===== src/rtl/h_rocket_launch_manager.sv =====
// h_rocket_launch_manager: turns fire-key presses into single-rocket launch sequences with flight timeout and frame cooldown
// Ports:
//   clk, resetN (sync, active-low), startOfFrame (frame pulse), clearAll (level restart)
//   fireKey, playerX/playerY (signed 11b), playerFacesLeft: launch request and snapshot source
//   reachedBorder, hitCollision: rocket retirement causes
//   isActive, initialX/initialY/initialSpeed (signed 11b): drive the rocket controller
//   launchPulse (one cycle in LOAD), ready (IDLE), shotCount (saturating launch count)
module h_rocket_launch_manager #(
  parameter int SPEED_MAG         = 256,
  parameter int X_OFFSET_RIGHT    = 32,
  parameter int X_OFFSET_LEFT     = -16,
  parameter int Y_OFFSET          = 8,
  parameter int COOLDOWN_FRAMES   = 15,
  parameter int MAX_FLIGHT_FRAMES = 255
) (
  input  logic               clk,
  input  logic               resetN,
  input  logic               startOfFrame,
  input  logic               clearAll,
  input  logic               fireKey,
  input  logic signed [10:0] playerX,
  input  logic signed [10:0] playerY,
  input  logic               playerFacesLeft,
  input  logic               reachedBorder,
  input  logic               hitCollision,
  output logic               isActive,
  output logic signed [10:0] initialX,
  output logic signed [10:0] initialY,
  output logic signed [10:0] initialSpeed,
  output logic               launchPulse,
  output logic               ready,
  output logic        [15:0] shotCount
);
  typedef enum logic [1:0] {IDLE, LOAD, ACTIVE, COOLDOWN} state_t;
  state_t state, state_nx;
  logic        fire_d;
  logic [1:0]  blank_cnt;
  logic [7:0]  flight_cnt;
  logic [15:0] cd_cnt;
  logic        fire_edge, hit_exit, timeout, exit_active, cd_done;
  assign fire_edge   = fireKey & ~fire_d;
  // controller position is stale while blank_cnt is nonzero, so border/hit are ignored then
  assign hit_exit    = (blank_cnt == 2'd0) & (reachedBorder | hitCollision);
  assign timeout     = startOfFrame & (flight_cnt == 8'(MAX_FLIGHT_FRAMES - 1));
  assign exit_active = hit_exit | timeout;
  assign cd_done     = (COOLDOWN_FRAMES == 0) | (startOfFrame & (cd_cnt == 16'd0));
  always_ff @(posedge clk)
    if (!resetN) state <= IDLE;
    else state <= state_nx;
  always_comb begin
    state_nx = state;
    case (state)
      IDLE:     state_nx = fire_edge ? LOAD : IDLE;
      LOAD:     state_nx = ACTIVE;
      ACTIVE:   state_nx = exit_active ? COOLDOWN : ACTIVE;
      COOLDOWN: state_nx = cd_done ? IDLE : COOLDOWN;
    endcase
    if (clearAll) state_nx = IDLE;
  end
  always_comb begin
    isActive    = state == ACTIVE;
    launchPulse = state == LOAD;
    ready       = state == IDLE;
  end
  always_ff @(posedge clk) begin
    if (!resetN) begin
      fire_d       <= 1'b0;
      initialX     <= '0;
      initialY     <= '0;
      initialSpeed <= '0;
      shotCount    <= '0;
      blank_cnt    <= '0;
      flight_cnt   <= '0;
      cd_cnt       <= '0;
    end else begin
      fire_d <= fireKey;
      if (state == IDLE && fire_edge && !clearAll) begin
        initialX     <= playerX + (playerFacesLeft ? 11'(X_OFFSET_LEFT) : 11'(X_OFFSET_RIGHT));
        initialY     <= playerY + 11'(Y_OFFSET);
        initialSpeed <= playerFacesLeft ? -11'(SPEED_MAG) : 11'(SPEED_MAG);
      end
      if (state == LOAD && shotCount != 16'hFFFF) shotCount <= shotCount + 16'd1;
      if (clearAll) begin
        blank_cnt  <= '0;
        flight_cnt <= '0;
        cd_cnt     <= '0;
      end else begin
        blank_cnt  <= (state == LOAD) ? 2'd2 :
                      (state == ACTIVE && blank_cnt != 2'd0) ? blank_cnt - 2'd1 : blank_cnt;
        flight_cnt <= (state == LOAD) ? 8'd0 :
                      (state == ACTIVE && startOfFrame && !exit_active) ? flight_cnt + 8'd1 : flight_cnt;
        cd_cnt     <= (state == ACTIVE && exit_active) ? 16'(COOLDOWN_FRAMES) :
                      (state == COOLDOWN && startOfFrame && cd_cnt != 16'd0) ? cd_cnt - 16'd1 : cd_cnt;
      end
    end
  end
endmodule


===== config.mk =====
export PLATFORM = sky130hd
export DESIGN_NAME = h_rocket_launch_manager
export DESIGN_NICKNAME = d
export VERILOG_FILES = /design/src/rtl/h_rocket_launch_manager.sv
export SDC_FILE = /design/constraint.sdc
export NUM_CORES = 1
export LEC_CHECK = 0
export ABC_AREA = 1
export BUFFER_PORTS_ARGS = -buffer_cell sky130_fd_sc_hd__clkbuf_2
export CAP_MARGIN = 10
export CORE_MARGIN = 2
export CORE_UTILIZATION = 46
export CTS_BUF_LIST = sky130_fd_sc_hd__clkbuf_2 sky130_fd_sc_hd__clkbuf_4 sky130_fd_sc_hd__clkbuf_8
export DETAILED_ROUTE_END_ITERATION = 10
export GPL_ROUTABILITY_DRIVEN = 0
export PLACE_DENSITY = 0.69
export SLEW_MARGIN = 20
export SYNTH_ARGS = -nofsm -noshare
export SYNTH_HDL_FRONTEND = slang
export SYNTH_SLANG_ARGS = --single-unit

===== constraint.sdc =====
create_clock -name clk -period 1.8 [get_ports clk]
set_input_delay 0.45 -clock clk [delete_from_list [all_inputs] [get_ports clk]]
set_output_delay 0.45 -clock clk [all_outputs]
set_load 0.02 [all_outputs]

Word-level counts from Yosys, hierarchy flattened
Cells that the tools add are included.

Reduce and logical (&&, ||, !) cells: 21. Equality and inequality tests: 5. Bitwise operators: 8. $add $sub $neg: 6. Multiplexer cells: 10.

Operators by type and width (number): 2-to-1 mux 11 bit (2); adder 16 x 1 -> 16 bit, second input constant (1); logical NOT 16 bit (1); inequality test 16 bit, second input constant (1); nonzero test 16 bit (1); subtractor 16 x 1 -> 16 bit, second input constant (1); adder 11 bit (1); adder 11 x 5 -> 11 bit, second input constant (1); logical AND 1 bit (9); adder 8 x 1 -> 8 bit, second input constant (1); == test 8 bit, second input constant (1); 2-to-1 mux 4 bit (2); case mux 2 bit (4 select lines) (1); 2-to-1 mux 2 bit (3); nonzero test 2 bit (3); OR reduction 3 bit (2); bitwise AND 1 bit (4); == test 2 bit, second input constant (2); logical NOT 2 bit (2); == test 2 x 1 -> 1 bit, second input constant (1); logical NOT 1 bit (2); 2-to-1 mux 1 bit (2); inverter 1 bit (2); OR 1 bit (2); other kinds (2) (2).

Flip-flop bits (word level): 78. Bits of input ports: 30. Word-level logic and storage cells: 61. Output and inout bits: 52.

Depth between registers and ports, before layout
Depth in word-level cells: 5. Gate-level depth with buffers: 11. Mapped depth without buffers: 11.

Worst setup path after synthesis
Ideal clock, no wire load.

Path type: reg2reg. From: reg shotCount[0]. To: reg shotCount[8]. Data arrival time: 1.520 ns. Stages on the path, launching flop included: 12. Slack: 0.145 ns. Library setup time: 0.135 ns. Period minus slack after synthesis: 1.655 ns. Path buffers: 1. Required time: 1.665 ns. Path through: dfxtp_1 > ha_1 > nand2_2 > nor2_4 > nand2_2 > nor2_2 > nor2_2 > buf_6 > nand2_1 > nand2_1 > nand2_1 > nor2_1.

Word-level cells in the longest chain between the ends: 2. Elaborated cells between the ends (all ways): 3. Those cells by class: add/sub: 1; eq/ne: 1; reduce/logical: 1.

RTL lines: start: declaration (line 32) `output logic [15:0] shotCount`; start signal: assignment (line 82) `if (state == LOAD && shotCount != 16'hFFFF) shotCount <= shotCount + 16'd1;`; parallel branches: the longest is 2 deep, another holds adder 16 x 1 -> 16 bit.

Several ways; the timed one is not identified. A chain may end at the register's enable or synchronous reset.

Worst setup path after layout
From: reg state[1]. To: out isActive.

Word-level cells in the longest chain between the ends: 1.

RTL lines: start: declaration (line 35) `state_t state, state_nx;`; start signal: assignment (line 49) `else state <= state_nx;`; == test 2 bit (line 61) `isActive = state == ACTIVE;`; end: declaration (line 26) `output logic isActive,`.

Every way passes these cells.

==> results.md <==
* Layout cell share with drive strength beyond 1 at 0.231
* ANT nets after route at 0
* Cell taking the most area after synthesis: dfxtp_1
* Root buf cell: clkbuf_8
* CTS tree: built
* Peak supply drop at 0.000534 V
* Clock Path Buffers at 2
* H-tree levels at 3
* Antenna violations before repair at 0
* Worst Reg-to-Reg Cells at 11
* Crit. Startpoint: state[1]
* Via Count at 3702
* Setup violations, final at 0
* Total clock buffers created by CTS at 9
* Ant. Diodes at 0
* Worst-skew pair later-pin latency at 350 ps
* Type of the worst setup path: reg -> out
* Worst reg2reg path startpoint: cd_cnt[0]
* Period utilisation layout at 0.951
* Cell Count, Final, Fillers Out at 760
* Hold Path Depth at 3
* Post-CTS sizing at 0
* Critical path arrival at 1260 ps
* Global-route wire length before repair at 15200 um
* Post-synth top area share at 0.350
* Largest net degree at the start of global routing at 23
* Register area share after synthesis at 0.350
* Hold path endpoint: fire_d
* RSZ-0062 raised after global routing: false
* Sink Count at 69
* Yosys reg bits at 69
* Yosys cell types at 32
* Wire per inst at 11.3 um
* Die Y at 96.6 um
* Gr ovfl total at 0
* Final WL at 8560 um
* Vias per cell at 4.87
* Post-DP HPWL at 6350 um
* Syn Inst Count at 568
* Area delta synth->final at 19.5%
* Row count at 33
* Die X at 96.6 um
* Hold crit path type: in -> reg
* Reg2reg setup slack at 150 ps
* # fillers at 803
* Final slew viol count at 0
* Number of synthesis warnings at 0
* I/O pin cnt at 82
* Status: complete, no violations
* Fmax at 584 MHz
* CP required at 1350 ps
* Post-CTS Hold Fix Bufs at 0
* Number of global-route vias before repair at 3553
* Die footprint at 9340 um2
* Leakage at 2.20 nW
* Period minus WS final at 1710 ps
* Post-CTS setup buffer count at 0
* Largest cells by area after synthesis: dfxtp_1 35%, nand2_1 17%, nor2_1 5.4%
* Initial core utilization at 0.478
* Fin nets at 692
* Synthesized cell area at 3950 um2
* Clock skew at 9.43 ps
* Min-delay src: fireKey
* Core ar. at 8260 um2
* Drt pass-1 iters at 6
* DR iter-0 viols at 75
* Worst-path fanout max at 4
* Area of the multi-input gates at 2250 um2
* Post-Place Cells at 744
* Power density over the cells at 781 nW/um2
* EDFF count, synth at 0
* Syn Area/Cell at 6.95 um2
* Startpoint Class: register
* Seq. cell area at 1380 um2
* Top FF cell, synth: dfxtp_1
* Max cap viols at 0
* FFs w/ async S/R, synth at 0
* Global Route Usage Sum at 0.194
* Setup TNS at 0 ps
* CP Capture Type: output pin
* Worst-path clk slew at 70 ps
* Drt drc at 0
* Count of input and output buffers at 73
* Final Hold Fails at 0
* Reg-to-reg endpoint: cd_cnt[12]
cell families after synthesis:
| kind of cell | synth area share |
|---|---|
| AOI/OAI and AO/OA | 0.129 |
| xor gates and xnor gates | 0.0510 |
| adders and majority gates | 0.0380 |
| buffers and inverters | 0.0916 |
| DFF | 0.350 |
| other | 0.000950 |
| and+or+nand+nor | 0.339 |
final cells by class:
cell class | instances | area share
Tap cell | 105 | 0.0279
Clock buffer | 10 | 0.0292
Inverter | 58 | 0.0462
Clock inverter | 6 | 0.0284
Timing Repair Buffer | 85 | 0.0992
Sequential cell | 69 | 0.293
Multi-Input combinational cell | 427 | 0.476
layer usage:
| layer | track usage | part of all wire |
|---|---|---|
| met1 | 0.241 | 0.47 |
| met2 | 0.321 | 0.46 |
| met3 | 0.0499 | 0.054 |
| met4 | 0.0758 | 0.017 |
| met5 | 0 | 0 |
critical path, stage by stage, from the launching register on:
cell and delay (ps):
dfxtp_1 460, nand2_1 140, inv_1 140, clkbuf_2 190
state kept, by name, summed over array words and instances (netlist names):
register and flops:
cd_cnt 16, flight_cnt 8, initialSpeed 2, fire_d 1, state 2, initialX 11, blank_cnt 2, initialY 11
shotCount 16
Yosys cell counts, types with 6 or more instances:
| master | count |
|---|---|
| nand4_1 | 7 |
| a21oi_1 | 38 |
| nor2_1 | 57 |
| inv_1 | 53 |
| ha_1 | 12 |
| dfxtp_1 | 69 |
| nor2_2 | 7 |
| nand3b_1 | 7 |
| xnor2_1 | 7 |
| xor2_1 | 16 |
| nand3_2 | 7 |
| o21ai_0 | 19 |
| o21a_1 | 6 |
| nand2_1 | 177 |
| nand3_1 | 19 |
| nor2_4 | 6 |
| a21oi_2 | 15 |
| buf_4 | 10 |
per-stage QoR:
| stage | setup slack [ps] | total power, W | cell area (um2) | util | hold slack, ps |
|---|---|---|---|---|---|
| global route | 6.27 | 0.00383 | 4720 | 0.571 | 310 |
| finish | 88.8 | 0.00368 | 4720 | 0.571 | 314 |
| global placement | 117 | 0.00201 | 4430 | 0.536 | 450 |
| CTS | 52.9 | 0.00373 | 4700 | 0.569 | 297 |
| floorplan | 145 | 0.00190 | 3970 | - | 450 |
| detailed placement | 58.4 | 0.00202 | 4430 | 0.536 | 456 |
layout by cell type, fill, tap and decap left out, drive strengths merged, types with 4 or more instances in the layout:
cell / n
bufinv: 4
conb: 8
nand2: 184
dfxtp: 69
inv: 58
nor2: 70
nand3b: 8
nand3: 26
xnor2: 7
ha: 12
a21oi: 53
o21ai: 22
buf: 12
o21a: 6
nand4: 7
clkbuf: 83
xor2: 16
report_power, final:
group | leakage (nW) | total, W | internal [W] | switching (W)
Sequential | 0.559 | 0.00159 | 0.00156 | 0.0000218
Combinational | 1.51 | 0.000397 | 0.000144 | 0.000253
Clock | 0.136 | 0.00170 | 0.00110 | 0.000603
worst max-delay path by stage:
stage	to	slack, ps
finish	isActive	90
global route	cd_cnt[12]	6
CTS	shotCount[12]	50
detailed placement	initialX[10]	60
global placement	initialX[10]	120
floorplan	shotCount[8]	140
(Power assumes the default switching activity.)
